===== src/rtl/serial_subtractor_ctrl_pkg.sv =====
// Shared state encoding and width limits for the bit-serial subtractor controller.
package serial_subtractor_ctrl_pkg;

  typedef logic [1:0] state_t;

  localparam state_t IDLE = 2'd0;
  localparam state_t RUN  = 2'd1;
  localparam state_t DONE = 2'd2;

  localparam int WIDTH_MIN = 1;
  localparam int WIDTH_MAX = 32;

  function automatic bit width_ok(input int w);
    return (w >= WIDTH_MIN) && (w <= WIDTH_MAX);
  endfunction

endpackage


===== src/rtl/serial_subtractor_ctrl_if.sv =====
// Operand/result handshake bundle; master is the producer/consumer side, slave is the controller.
interface serial_subtractor_ctrl_if #(
  parameter int WIDTH = 8
) ();

  logic             in_valid;
  logic             in_ready;
  logic [WIDTH-1:0] A;
  logic [WIDTH-1:0] B;
  logic             Bin;
  logic             out_valid;
  logic             out_ready;
  logic [WIDTH-1:0] Diff;
  logic             Bout;
  logic             Ovf;

  modport master (
    output in_valid, A, B, Bin, out_ready,
    input  in_ready, out_valid, Diff, Bout, Ovf
  );

  modport slave (
    input  in_valid, A, B, Bin, out_ready,
    output in_ready, out_valid, Diff, Bout, Ovf
  );

endinterface


===== src/rtl/serial_subtractor_ctrl_fs_bit_cell.sv =====
// 1-bit full subtractor: d = a - b - bin, bout set when the bit step needs a borrow.
// Purely combinational, zero latency, no handshake.
module fs_bit_cell (
  input  logic a,
  input  logic b,
  input  logic bin,
  output logic d,
  output logic bout
);

  assign d    = a ^ b ^ bin;
  assign bout = (~a & b) | (bin & ~(a ^ b));

endmodule


===== src/rtl/serial_subtractor_ctrl.sv =====
// Bit-serial A - B - Bin, LSB first; result valid WIDTH edges after accept, held until out_ready.
// Accepts only in IDLE; no bypass from DONE straight into RUN.
import serial_subtractor_ctrl_pkg::*;

module serial_subtractor_ctrl #(
  parameter int WIDTH = 8,
  parameter int CNT_W = $clog2(WIDTH + 1)
) (
  input  logic                    clk,
  input  logic                    rst_n,
  serial_subtractor_ctrl_if.slave bus,
  output logic                    busy
);

  if (!width_ok(WIDTH)) begin : g_width_chk
    $error("serial_subtractor_ctrl: WIDTH must be within 1..32");
  end

  state_t             state;
  logic [WIDTH-1:0]   a_sh;
  logic [WIDTH-1:0]   b_sh;
  logic [WIDTH-1:0]   r_sh;
  logic [WIDTH-1:0]   r_next;
  logic [WIDTH-1:0]   diff_q;
  logic [CNT_W-1:0]   cnt;
  logic               borrow_q;
  logic               bout_q;
  logic               ovf_q;
  logic               a_msb;
  logic               b_msb;
  logic               d;
  logic               bo;
  logic               last;

  fs_bit_cell u_cell (
    .a    (a_sh[0]),
    .b    (b_sh[0]),
    .bin  (borrow_q),
    .d    (d),
    .bout (bo)
  );

  // Shift-based form keeps WIDTH=1 legal (no zero-width slices).
  assign r_next = (r_sh >> 1) | (WIDTH'(d) << (WIDTH - 1));
  assign last   = (cnt == CNT_W'(WIDTH - 1));

  always_ff @(posedge clk) begin
    if (!rst_n) begin
      state    <= IDLE;
      a_sh     <= '0;
      b_sh     <= '0;
      r_sh     <= '0;
      diff_q   <= '0;
      cnt      <= '0;
      borrow_q <= 1'b0;
      bout_q   <= 1'b0;
      ovf_q    <= 1'b0;
      a_msb    <= 1'b0;
      b_msb    <= 1'b0;
    end else begin
      case (state)
        IDLE: begin
          if (bus.in_valid) begin
            a_sh     <= bus.A;
            b_sh     <= bus.B;
            r_sh     <= '0;
            borrow_q <= bus.Bin;
            cnt      <= '0;
            a_msb    <= bus.A[WIDTH-1];
            b_msb    <= bus.B[WIDTH-1];
            state    <= RUN;
          end
        end
        RUN: begin
          a_sh     <= a_sh >> 1;
          b_sh     <= b_sh >> 1;
          r_sh     <= r_next;
          borrow_q <= bo;
          cnt      <= cnt + CNT_W'(1);
          // Final step: d is the result MSB, so overflow is decided here.
          if (last) begin
            diff_q <= r_next;
            bout_q <= bo;
            ovf_q  <= (a_msb ^ b_msb) & (a_msb ^ d);
            state  <= DONE;
          end
        end
        DONE: begin
          if (bus.out_ready) state <= IDLE;
        end
        default: state <= IDLE;
      endcase
    end
  end

  assign bus.in_ready  = (state == IDLE);
  assign bus.out_valid = (state == DONE);
  assign bus.Diff      = diff_q;
  assign bus.Bout      = bout_q;
  assign bus.Ovf       = ovf_q;
  assign busy          = (state == RUN);

endmodule


===== src/flat_wrapper.sv =====
// flat-port wrapper written by rule: the top's interface ports become plain ports
module serial_subtractor_ctrl_flat 
#(
  parameter int WIDTH = 8,
  parameter int CNT_W = $clog2(WIDTH + 1)
)
  (clk, rst_n, busy, bus_in_valid, bus_A, bus_B, bus_Bin, bus_out_ready, bus_in_ready, bus_out_valid, bus_Diff, bus_Bout, bus_Ovf);
  serial_subtractor_ctrl_if #(.WIDTH(WIDTH)) bus_i ();
  input  logic clk;
  input  logic rst_n;
  output logic busy;
  input wire logic [$bits(bus_i.in_valid)-1:0] bus_in_valid;
  input wire logic [$bits(bus_i.A)-1:0] bus_A;
  input wire logic [$bits(bus_i.B)-1:0] bus_B;
  input wire logic [$bits(bus_i.Bin)-1:0] bus_Bin;
  input wire logic [$bits(bus_i.out_ready)-1:0] bus_out_ready;
  output wire logic [$bits(bus_i.in_ready)-1:0] bus_in_ready;
  output wire logic [$bits(bus_i.out_valid)-1:0] bus_out_valid;
  output wire logic [$bits(bus_i.Diff)-1:0] bus_Diff;
  output wire logic [$bits(bus_i.Bout)-1:0] bus_Bout;
  output wire logic [$bits(bus_i.Ovf)-1:0] bus_Ovf;
  assign bus_i.in_valid = bus_in_valid;
  assign bus_i.A = bus_A;
  assign bus_i.B = bus_B;
  assign bus_i.Bin = bus_Bin;
  assign bus_i.out_ready = bus_out_ready;
  assign bus_in_ready = bus_i.in_ready;
  assign bus_out_valid = bus_i.out_valid;
  assign bus_Diff = bus_i.Diff;
  assign bus_Bout = bus_i.Bout;
  assign bus_Ovf = bus_i.Ovf;
  serial_subtractor_ctrl #(.WIDTH(WIDTH), .CNT_W(CNT_W)) u_core (.clk(clk), .rst_n(rst_n), .bus(bus_i), .busy(busy));
endmodule

===== config.mk =====
export PLATFORM = sky130hd
export DESIGN_NAME = serial_subtractor_ctrl_flat
export DESIGN_NICKNAME = d
export VERILOG_FILES = /design/src/rtl/serial_subtractor_ctrl_pkg.sv /design/src/rtl/serial_subtractor_ctrl_if.sv /design/src/rtl/serial_subtractor_ctrl_fs_bit_cell.sv /design/src/rtl/serial_subtractor_ctrl.sv /design/src/flat_wrapper.sv
export SDC_FILE = /design/constraint.sdc
export NUM_CORES = 1
export LEC_CHECK = 0
export BUFFER_PORTS_ARGS = -buffer_cell sky130_fd_sc_hd__buf_2
export CORE_MARGIN = 1
export CORE_UTILIZATION = 50
export DETAILED_ROUTE_END_ITERATION = 8
export PLACE_DENSITY = 0.76
export SETUP_SLACK_MARGIN = 0.3
export SYNTH_ARGS = -nofsm -noshare
export SYNTH_HDL_FRONTEND = slang
export SYNTH_HIERARCHICAL = 1
export SYNTH_SLANG_ARGS = --single-unit

===== constraint.sdc =====
create_clock -name clk -period 2 [get_ports clk]
set_clock_uncertainty 0.15 [all_clocks]
set_input_delay 0.3 -clock clk [delete_from_list [all_inputs] [get_ports clk]]
set_output_delay 0.3 -clock clk [all_outputs]
set_load 0.01 [all_outputs]

==> qor.txt, run 1 <==
Die extent in x: 62.1 um
MaxCap Viol Count: 0
I/O Buffers: 33
Area of the placeable core: 3390 um2
Beginning of the worst register-to-register path: u_core/borrow_q$_SDFFE_PN0P_
Vertical extent of the die: 62.1 um
Overall die area: 3850 um2
Cell variety after synth: 32
Path depth of the worst reg2reg path: 5
Total negative slack: 0 ns
Pin count of the biggest net entering global routing: 29
Aggregate global routing overflow: 0
Remaining max-slew budget at the tightest pin: 0.700
Deepest level of the CTS H-tree: 2
I/O pins: 34
Detailed Route Iter0 Violations: 77
Initial core utilization: 0.532
Total number of vias: 1558
Fraction of final layout cells sized beyond drive strength 1: 0.277
Register-to-register setup slack: 0.37 ns
Yosys synthesis warning count: 6
Total setup violations reported at the end of the flow: 0
Most instantiated library cell after synthesis: sky130_fd_sc_hd__dfxtp_1
Antenna viol nets, final: 0
Hold path start: bus_out_ready
Data required, critical path: 1.55 ns
Post-DP HPWL: 2.35 mm
Mapped Area: 1800 um2
Diodes inserted: 0
Part of the Yosys area used for sequential elements: 0.466
Flop pwr share: 0.494
Cts bufs inserted: 5
Top cell type by total area after synthesis: sky130_fd_sc_hd__dfxtp_1
Bufs on Longest Clock Path: 2
Post-synthesis net count: 233
Final core utilization: 0.628
P_int: 1.41 mW
Type of origin of the critical path: flip-flop
Number of antenna violations at the first check in global routing: 0
Kind of path behind the tightest hold check: in -> reg
Post-layout minimum cycle time: 1.65 ns
Routed Wire Length: 3.64 mm
Register bit count reported by yosys: 42
Total track usage: 0.213
Run status: complete, no violations
Clock sink count: 42
Comb pwr share: 0.125
Period utilisation layout: 0.823
Avg Cell Area, Syn: 8.59 um2
Highest fanout seen on the critical path: 11
Unrepaired setup endpoints after global routing: true
Arrival time of data at the critical path endpoint: 1.20 ns
Slew of the pin with the lowest slew margin: 0.450 ns
Most frequently used flop master after synthesis: sky130_fd_sc_hd__dfxtp_1
Routed wire length per instance: 12.6 um
Leading cell types by total area after synthesis: sky130_fd_sc_hd__dfxtp_1 (47%), sky130_fd_sc_hd__a21oi_1 (8.0%), sky130_fd_sc_hd__nor2_1 (5.8%)
Share of total power consumed by net switching: 0.233
Worst setup path class: reg -> out
Placement row count: 21
Maximum VDD drop: 659 uV
Number of design rule violations left after detail routing: 0
Sink of the worst hold path: u_core/state[1]$_SDFFE_PN0P_
Leakage power total: 0.878 nW
Net load switching power: 426 uW
Number of instances in the synthesized netlist: 210
TritonCTS clock tree: built
Capturing element type of the critical path: output pin
Vias per Instance: 5.41
Weighted congestion at the end of routability-driven global placement: 0.756
Length of the first detailed-routing pass in iterations: 4
Number of enable flip-flop cells after synthesis: 0
Hold Vio Cnt, Final: 0
Worst flop-to-flop path endpoint: u_core/bus.Ovf$_SDFFE_PN0P_
Vias in the first global route: 1341
Register clock-pin slew on the reported worst setup and hold paths: 0.12 ns
Upper clock frequency limit: 608 MHz
Most frequent cells after synthesis: sky130_fd_sc_hd__dfxtp_1 (42), sky130_fd_sc_hd__a21oi_1 (29), sky130_fd_sc_hd__nor2_1 (28)
Clk network pwr share: 0.381
Number of pins exceeding their max-slew limit in the final report: 0
Synth-to-layout area growth: 18.0%
Share of synthesized flip-flops with an asynchronous set or reset: 0
Root Buffer Master: sky130_fd_sc_hd__clkbuf_4
Hold path cells: 3
First-pass GRT wire length: 5.88 mm
Net total in the final layout: 264
Top-area cell type share of the netlist area: 0.466
Clock latency at the later pin of the worst-skew pair: 0.35 ns
Power density over the cells: 861 nW/um2
## layout by cell type, fill, tap and decap left out, types with 2 or more instances in the layout
cell type	synthesis	final
sky130_fd_sc_hd__a21oi_1	29	29
sky130_fd_sc_hd__buf_2	12	33
sky130_fd_sc_hd__buf_4	0	10
sky130_fd_sc_hd__bufinv_16	0	2
sky130_fd_sc_hd__clkbuf_4	0	5
sky130_fd_sc_hd__dfxtp_1	42	39
sky130_fd_sc_hd__dfxtp_2	0	2
sky130_fd_sc_hd__inv_1	6	5
sky130_fd_sc_hd__mux2i_1	2	2
sky130_fd_sc_hd__nand2_1	13	13
sky130_fd_sc_hd__nand2b_1	4	4
sky130_fd_sc_hd__nand3_1	19	19
sky130_fd_sc_hd__nor2_1	28	28
sky130_fd_sc_hd__nor2b_1	9	9
sky130_fd_sc_hd__o21ai_0	9	9
sky130_fd_sc_hd__o221a_2	6	6
sky130_fd_sc_hd__o221ai_1	7	7
sky130_fd_sc_hd__o221ai_2	2	2
## sequential cells by signal, indices dropped and copies added, names as in the netlist
name,count
u_core/a_sh,8
u_core/b_sh,8
u_core/bus.Diff,8
u_core/r_sh,7
u_core/cnt,4
u_core/state,2
u_core/a_msb,1
u_core/b_msb,1
u_core/borrow_q,1
u_core/bus.Bout,1
u_core/bus.Ovf,1
## stage by stage
step           total power, mW  worst slack (ns)  hold slack, ns  cells  instance area, um2
6_report                  1.83             0.354          0.0815    288                2130
5_1_grt                   1.93             0.259          0.0617    288                2130
4_1_cts                   1.82             0.307          0.0676    283                2080
3_5_place_dp              1.13             0.396           0.311    275                1960
3_3_place_gp              1.13             0.414           0.303    275                1960
2_1_floorplan             1.08             0.480           0.290    210                1800
## worst max-delay path, stage by stage (launching register included)
cell,delay [ns]
sky130_fd_sc_hd__dfxtp_2,0.37
sky130_fd_sc_hd__buf_4,0.17
sky130_fd_sc_hd__nor2b_1,0.16
sky130_fd_sc_hd__buf_2,0.14
## logic make-up (layout without fill, tap and decap cells)
family / after synthesis / in the layout / synth area share
AOI/OAI and AO/OA: 59 / 59 / 0.222
DFF: 42 / 42 / 0.466
buffers and inverters: 25 / 57 / 0.0686
adders and majority gates: 2 / 2 / 0.0180
and+or+nand+nor: 79 / 79 / 0.209
xor gates and xnor gates: 1 / 1 / 0.00486
muxes: 2 / 2 / 0.0111
## repair_timing
item / 4_1_cts / 5_1_grt
gates resized for setup: 3 / 5
setup buffers: 0 / 5
endpoints found under the setup margin: 3 / 13
pin swaps: 0 / 1
hold buffers: 0 / 0
## how the worst max path moves through the flow
stage	from	to	cells after the start
3_5_place_dp	u_core/b_sh[0]$_SDFFE_PN0P_	u_core/bus.Ovf$_SDFFE_PN0P_	5
3_3_place_gp	u_core/b_sh[0]$_SDFFE_PN0P_	u_core/bus.Ovf$_SDFFE_PN0P_	5
2_1_floorplan	u_core/b_sh[0]$_SDFFE_PN0P_	u_core/bus.Ovf$_SDFFE_PN0P_	5
4_1_cts	u_core/state[1]$_SDFFE_PN0P_	bus_out_valid	3
6_report	u_core/state[1]$_SDFFE_PN0P_	bus_out_valid	3
5_1_grt	u_core/state[1]$_SDFFE_PN0P_	bus_out_valid	3
## power groups by stage
stage	logic, mW	clock network (mW)	registers (mW)
floorplan	0.167	0	0.914
global placement	0.205	0	0.923
detailed placement	0.207	0	0.924
CTS	0.210	0.709	0.906
global route	0.257	0.758	0.911
finish	0.230	0.698	0.905
## layer usage
metal / GRT usage / routed length [um] / vias up
li1: - / - / 801
met1: 0.274 / 1730 / 728
met2: 0.330 / 1720 / 27
met3: 0.0704 / 156 / 2
met4: 0.0857 / 29 / 0
met5: 0 / 0 / -
## layout make-up
class | count | area, um2
Inverter | 6 | 25.0
Timing Repair Buffer | 43 | 240
Fill cell | 304 | 1260
Multi-Input combinational cell | 143 | 847
Clock buffer | 6 | 51.3
Tap cell | 46 | 57.6
Clock inverter | 2 | 60.1
Sequential cell | 42 | 847
Note: power is estimated with default switching activity, not from simulation.
==> run 2: changes to the inputs <==
==> constraint.sdc (replaced) <==
create_clock -name clk -period 1.63 [get_ports clk]
set_clock_uncertainty 0.15 [all_clocks]
set_input_delay 0.2445 -clock clk [delete_from_list [all_inputs] [get_ports clk]]
set_output_delay 0.2445 -clock clk [all_outputs]
set_load 0.01 [all_outputs]
==> run 2 against run 1 <==
The flow now finishes with violations (negative setup slack). Setup slack worse by 0.37 ns. Cell count is 11% higher. Register-to-register slack worse by 0.35 ns. Non-clock buffer count is 29 higher. Sequential share of layout area is 8.3 points lower. Critical endpoint unchanged.
==> qor.txt, run 2 (same netlist as run 1, synthesis figures left out) <==
Detailed Route Iter0 Violations: 95
Clock sink count: 42
Area of the placeable core: 3390 um2
Data required, critical path: 1.24 ns
Source of the critical timing path: u_core/state[0]$_SDFFE_PN0P_
Hold Vio Cnt, Final: 0
Number of antenna violations at the first check in global routing: 0
Total negative slack: -0.0116 ns
Worst setup path class: reg -> out
Highest fanout seen on the critical path: 4
Vias in the first global route: 1548
Routed wire length per instance: 16.6 um
Routing layer with the top usage in global route: met2
Post-DP HPWL: 2.54 mm
Final Total Pwr: 2.12 mW
Diodes inserted: 0
Number of design rule violations left after detail routing: 0
Arrival time of data at the critical path endpoint: 1.25 ns
Routed Wire Length: 5.32 mm
Beginning of the worst register-to-register path: u_core/b_sh[0]$_SDFFE_PN0P_
# placed instances: 283
Bufs on Longest Clock Path: 2
Root Buffer Master: sky130_fd_sc_hd__clkbuf_4
First-pass GRT wire length: 6.91 mm
Met1 routing resource usage after global routing: 0.318
Vias per Instance: 5.68
Fraction of final layout cells sized beyond drive strength 1: 0.524
Leakage power total: 1.08 nW
Antenna viol nets, final: 0
Post-layout instance count excluding filler cells: 321
Met2 demand-to-capacity share in global routing: 0.389
Maximum VDD drop: 591 uV
Slew of the pin with the lowest slew margin: 0.293 ns
Vertical extent of the die: 62.1 um
I/O Buffers: 33
Remaining max-slew budget at the tightest pin: 0.804
Register clock-pin slew on the reported worst setup and hold paths: 0.13 ns
Upper clock frequency limit: 609 MHz
Final core utilization: 0.798
Number of pins exceeding their max-slew limit in the final report: 0
MaxCap Viol Count: 0
Most common cell after layout, fill and taps aside: sky130_fd_sc_hd__dfxtp_1
TritonCTS clock tree: built
Run status: complete, but fails checks
Setup WS post-layout: -0.0116 ns
Net total in the final layout: 297
Initial core utilization: 0.532
Cts bufs inserted: 5
Crit path to: bus_out_valid
Period utilisation layout: 1.01
Met3 usage: 0.0766
Kind of path behind the tightest hold check: in -> reg
Post-layout minimum cycle time: 1.64 ns
Length of the first detailed-routing pass in iterations: 4
Pin count of the biggest net entering global routing: 23
Placement row count: 21
Violations in the final reports: negative setup slack
Die extent in x: 62.1 um
Type of origin of the critical path: flip-flop
Total number of vias: 1824
Deepest level of the CTS H-tree: 2
Aggregate global routing overflow: 0
Register-to-register setup slack: 0.02 ns
Weighted congestion at the end of routability-driven global placement: 0.760
Post-Place Setup Slack: 0.0970 ns
Total setup violations reported at the end of the flow: 1
Unrepaired setup endpoints after global routing: true
Synth-to-layout area growth: 50.0%
Worst flop-to-flop path endpoint: u_core/bus.Ovf$_SDFFE_PN0P_
I/O pins: 34
Overall die area: 3850 um2
Path depth of the worst reg2reg path: 5
Most used cells in the layout excluding fill and tap cells: sky130_fd_sc_hd__dfxtp_1 (35), sky130_fd_sc_hd__buf_2 (31), sky130_fd_sc_hd__nor2_1 (26)
Total track usage: 0.249
Clock latency at the later pin of the worst-skew pair: 0.37 ns
Capturing element type of the critical path: output pin
Power density over the cells: 783 nW/um2
-- run 2: how the worst min path moves through the flow --
stage / from / endpoint / slack [ns] / cells past startpoint
after global placement: u_core/b_sh[0]$_SDFFE_PN0P_ / u_core/b_sh[0]$_SDFFE_PN0P_ / 0.30 / 2
final: bus_B[5] / u_core/b_sh[5]$_SDFFE_PN0P_ / 0.01 / 3
after global routing: bus_B[6] / u_core/b_sh[6]$_SDFFE_PN0P_ / 0.003 / 3
after floorplan: bus_B[7] / u_core/b_msb$_SDFFE_PN0P_ / 0.24 / 2
after CTS: bus_B[6] / u_core/b_sh[6]$_SDFFE_PN0P_ / 0.004 / 3
after detailed placement: u_core/bus.Diff[4]$_SDFFE_PN0P_ / u_core/bus.Diff[4]$_SDFFE_PN0P_ / 0.31 / 2
-- run 2: power breakdown --
group	switching, mW	leakage (nW)	internal (mW)	total [mW]
clock	0.365	0.0312	0.168	0.533
combinational	0.230	0.701	0.237	0.467
sequential	0.0409	0.346	1.08	1.12
total	0.636	1.08	1.48	2.12
-- run 2: critical path: stages, from the launching register on --
cell and delay (ns):
sky130_fd_sc_hd__dfxtp_2 0.36, sky130_fd_sc_hd__buf_6 0.13, sky130_fd_sc_hd__buf_12 0.12, sky130_fd_sc_hd__nor2b_2 0.12, sky130_fd_sc_hd__buf_2 0.15
-- run 2: stage by stage --
step                cell area, um2  hold WS (ns)
global route                  2710       0.00301
finish                        2710        0.0110
CTS                           2400       0.00359
floorplan                     1900         0.238
global placement              2100         0.304
detailed placement            2100         0.313
-- run 2: area by class of cell --
| cell class | count | area, um2 |
|---|---|---|
| Inverter | 6 | 25.0 |
| Tap cell | 46 | 57.6 |
| Timing Repair Buffer | 72 | 566 |
| Clock inverter | 3 | 21.3 |
| Fill cell | 199 | 683 |
| Multi-Input combinational cell | 147 | 1150 |
| Sequential cell | 42 | 852 |
| Clock buffer | 5 | 37.5 |
-- run 2: what timing repair did --
action,4_1_cts,5_1_grt
setup endpoints to repair,43,44
pin swaps,4,17
gates resized for setup,18,48
setup buffers,6,12
cloned,3,2
hold endpoints to repair,7,0
hold buffers,7,0
-- run 2: routing by layer --
layer	vias up	wire length (um)
li1	874	-
met1	877	2320
met2	58	2560
met3	15	276
met4	0	169
met5	-	0
==> run 3: changes to the inputs <==
--- a/config.mk
+++ b/config.mk
@@ -7,9 +7,9 @@
 export LEC_CHECK = 0
 export BUFFER_PORTS_ARGS = -buffer_cell sky130_fd_sc_hd__buf_2
 export CORE_MARGIN = 1
-export CORE_UTILIZATION = 50
+export CORE_UTILIZATION = 49
 export DETAILED_ROUTE_END_ITERATION = 8
-export PLACE_DENSITY = 0.76
+export PLACE_DENSITY = 0.78
 export SETUP_SLACK_MARGIN = 0.3
 export SYNTH_ARGS = -nofsm -noshare
 export SYNTH_HDL_FRONTEND = slang
==> constraint.sdc (replaced) <==
create_clock -name clk -period 1.42 [get_ports clk]
set_clock_uncertainty 0.15 [all_clocks]
set_input_delay 0.213 -clock clk [delete_from_list [all_inputs] [get_ports clk]]
set_output_delay 0.213 -clock clk [all_outputs]
set_load 0.01 [all_outputs]
==> run 3 against run 2 <==
The run now fails in 5_1_grt. Area after synthesis did not move. Synthesized cell count did not move.
==> qor.txt, run 3 <==
Run status: did not finish
Stage where the run ended: 5_1_grt
Error Message: [ERROR DPL-0033] detailed placement checks failed during check placement.
Part of the Yosys area used for sequential elements: 0.466
Die extent in x: 62.7 um
Top-area cell type share of the netlist area: 0.466
Post-synthesis net count: 233
# placed instances: 285
I/O Buffers: 33
Most instantiated library cell after synthesis: sky130_fd_sc_hd__dfxtp_1
# hold bufs at CTS: 0
Root Buffer Master: sky130_fd_sc_hd__clkbuf_8
Most frequently used flop master after synthesis: sky130_fd_sc_hd__dfxtp_1
Cts bufs inserted: 5
I/O pins: 34
Vertical extent of the die: 62.7 um
Kind of endpoint with the least setup slack: register data pin
Number of antenna violations at the first check in global routing: 1
Clock sink count: 42
Leading cell types by total area after synthesis: sky130_fd_sc_hd__dfxtp_1 (47%), sky130_fd_sc_hd__a21oi_1 (8.0%), sky130_fd_sc_hd__nor2_1 (5.8%)
Placed cell areas: 2200 um2
Deepest level of the CTS H-tree: 2
Cell variety after synth: 32
Yosys synthesis warning count: 6
Number of instances in the synthesized netlist: 210
Placement row count: 21
Share of synthesized flip-flops with an asynchronous set or reset: 0
Weighted congestion at the end of routability-driven global placement: 0.705
Number of enable flip-flop cells after synthesis: 0
Worst endpoint left by the global-route repair_timing run: u_core/bus.Ovf$_SDFFE_PN0P_/D
Avg Cell Area, Syn: 8.59 um2
Mapped Area: 1800 um2
Post-DP HPWL: 2.58 mm
Register bit count reported by yosys: 42
Initial core utilization: 0.524
Top cell type by total area after synthesis: sky130_fd_sc_hd__dfxtp_1
Post-Place Setup Slack: -0.0875 ns
Bufs on Longest Clock Path: 2
Pin count of the biggest net entering global routing: 18
Most frequent cells after synthesis: sky130_fd_sc_hd__dfxtp_1 (42), sky130_fd_sc_hd__a21oi_1 (29), sky130_fd_sc_hd__nor2_1 (28)
[run 3: what timing repair did]
item | in CTS
setup buffers | 19
endpoints found under the setup margin | 49
pin swaps | 20
gates cloned | 9
gates resized for setup | 85
[run 3: cell families after synthesis]
kind of cell,synth area share
fa+ha+maj,0.0180
flops,0.466
xor+xnor,0.00486
buf+inv,0.0686
compound gates,0.222
simple gates,0.209
mux,0.0111
[run 3: metrics by stage]
stage / setup TNS (ns) / hold WS [ns]
after floorplan: -0.285 / 0.207
after CTS: -0.302 / 0.0297
after detailed placement: -0.0875 / 0.320
after global placement: -0.0511 / 0.311
==> run 4: changes to the inputs <==
--- a/config.mk
+++ b/config.mk
@@ -7,10 +7,9 @@
 export LEC_CHECK = 0
 export BUFFER_PORTS_ARGS = -buffer_cell sky130_fd_sc_hd__buf_2
 export CORE_MARGIN = 1
-export CORE_UTILIZATION = 49
+export CORE_UTILIZATION = 35
 export DETAILED_ROUTE_END_ITERATION = 8
-export PLACE_DENSITY = 0.78
-export SETUP_SLACK_MARGIN = 0.3
+export PLACE_DENSITY_LB_ADDON = 0.15
 export SYNTH_ARGS = -nofsm -noshare
 export SYNTH_HDL_FRONTEND = slang
 export SYNTH_HIERARCHICAL = 1
==> constraint.sdc (replaced) <==
create_clock -name clk -period 1.8 [get_ports clk]
set_clock_uncertainty 0.15 [all_clocks]
set_input_delay 0.27 -clock clk [delete_from_list [all_inputs] [get_ports clk]]
set_output_delay 0.27 -clock clk [all_outputs]
set_load 0.01 [all_outputs]
==> run 4 against run 3 <==
The run now ends clean.
==> qor.txt, run 4 (same netlist as run 1, synthesis figures left out) <==
Vertical extent of the die: 73.8 um
Overall die area: 5450 um2
Worst setup path class: reg -> out
Register clock-pin slew on the reported worst setup and hold paths: 0.08 ns
Vias per Instance: 4.93
Final Total Pwr: 2.18 mW
Source of the critical timing path: u_core/state[1]$_SDFFE_PN0P_
Post-layout minimum cycle time: 1.68 ns
Met3 usage: 0.0521
Diodes inserted: 0
Slew of the pin with the lowest slew margin: 0.391 ns
Pin count of the biggest net entering global routing: 23
Sequential Area: 842 um2
Total track usage: 0.158
Kind of path behind the tightest hold check: in -> reg
Clock sink count: 42
Root Buffer Master: sky130_fd_sc_hd__clkbuf_8
Fraction of final layout cells sized beyond drive strength 1: 0.259
Length of the first detailed-routing pass in iterations: 4
Period utilisation layout: 0.935
Leakage power total: 0.901 nW
Post-layout instance count excluding filler cells: 310
Capturing element type of the critical path: output pin
Run status: complete, no violations
# placed instances: 302
Arrival time of data at the critical path endpoint: 1.26 ns
Area of the placeable core: 4850 um2
Routing layer with the top usage in global route: met2
Upper clock frequency limit: 594 MHz
Antenna viol nets, final: 0
Weighted congestion at the end of routability-driven global placement: 0.733
# hold bufs at CTS: 0
Post-DP HPWL: 2.62 mm
Hold Vio Cnt, Final: 0
Bufs on Longest Clock Path: 2
Cts bufs inserted: 5
Met2 demand-to-capacity share in global routing: 0.233
Number of design rule violations left after detail routing: 0
Number of buffers inserted to repair setup after CTS: 0
Maximum VDD drop: 484 uV
Aggregate global routing overflow: 0
Number of pins exceeding their max-slew limit in the final report: 0
TritonCTS clock tree: built
Fill cell instance count of the final layout: 492
First-pass GRT wire length: 6.44 mm
MaxCap Viol Count: 0
Most used cells in the layout excluding fill and tap cells: sky130_fd_sc_hd__dfxtp_1 (41), sky130_fd_sc_hd__buf_2 (33), sky130_fd_sc_hd__a21oi_1 (29)
Type of origin of the critical path: flip-flop
Met1 routing resource usage after global routing: 0.210
Highest fanout seen on the critical path: 21
Total setup violations reported at the end of the flow: 0
Detailed Route Iter0 Violations: 78
Clock latency at the later pin of the worst-skew pair: 0.30 ns
Total number of vias: 1528
Data required, critical path: 1.38 ns
I/O Buffers: 33
Power density over the cells: 990 nW/um2
Initial core utilization: 0.372
I/O pins: 34
Number of antenna violations at the first check in global routing: 0
Beginning of the worst register-to-register path: u_core/b_sh[0]$_SDFFE_PN0P_
Placement row count: 25
Deepest level of the CTS H-tree: 2
Unrepaired setup endpoints after global routing: false
Multi-input logic area: 840 um2
Most common cell after layout, fill and taps aside: sky130_fd_sc_hd__dfxtp_1
Remaining max-slew budget at the tightest pin: 0.739
Routed wire length per instance: 12.7 um
Synth-to-layout area growth: 21.8%
Total negative slack: 0 ns
Vias in the first global route: 1339
Die extent in x: 73.8 um
Net total in the final layout: 265
Hold path start: bus_B[7]
Routed Wire Length: 3.92 mm
run 4: worst paths after layout:
path | slack (ns) | cells after the start | endpoint
setup / recovery | 0.12 | 4 | busy
hold / removal | 0.1 | 3 | u_core/b_msb$_SDFFE_PN0P_
setup reg to reg | 0.18 | 5 | u_core/bus.Ovf$_SDFFE_PN0P_
hold reg to reg | 0.32 | 2 | u_core/bus.Diff[0]$_SDFFE_PN0P_
run 4: metrics by stage:
step	hold slack [ns]	setup slack [ns]	utilization	cell area, um2
after global routing	0.0978	0.00871	0.453	2200
after floorplan	0.264	0.280	-	1800
after CTS	0.0948	0.0464	0.452	2190
after detailed placement	0.308	0.189	0.422	2050
final	0.0984	0.117	0.453	2200
after global placement	0.305	0.247	0.422	2050
run 4: per-layer routing:
| metal | vias to the layer above | wire length (um) |
|---|---|---|
| li1 | 795 | - |
| met3 | 7 | 182 |
| met4 | 0 | 67 |
| met2 | 25 | 1710 |
| met1 | 701 | 1960 |
| met5 | - | 0 |
run 4: critical path: stages, from the launching register on:
cell and delay [ns]:
sky130_fd_sc_hd__dfxtp_2 0.36, sky130_fd_sc_hd__nand2b_1 0.19, sky130_fd_sc_hd__inv_1 0.10, sky130_fd_sc_hd__buf_8 0.17
sky130_fd_sc_hd__buf_2 0.15
run 4: final cells by class:
class | count | share of cell area
clock inverter | 2 | 0.0273
tap | 67 | 0.0381
inverter | 6 | 0.0102
timing repair buffer | 44 | 0.122
sequential | 42 | 0.383
clock buffer | 6 | 0.0376
multi-input combinational | 143 | 0.382
run 4: timing repair:
action | CTS | global route
pin swaps | 0 | 0
setup endpoints to repair | 1 | 1
gates resized for setup | 1 | 2
run 4: power breakdown:
part	leakage, nW	switching (mW)	internal (mW)
clock	0.0714	0.331	0.592
sequential	0.344	0.0277	0.974
combinational	0.486	0.138	0.113
total	0.901	0.497	1.68
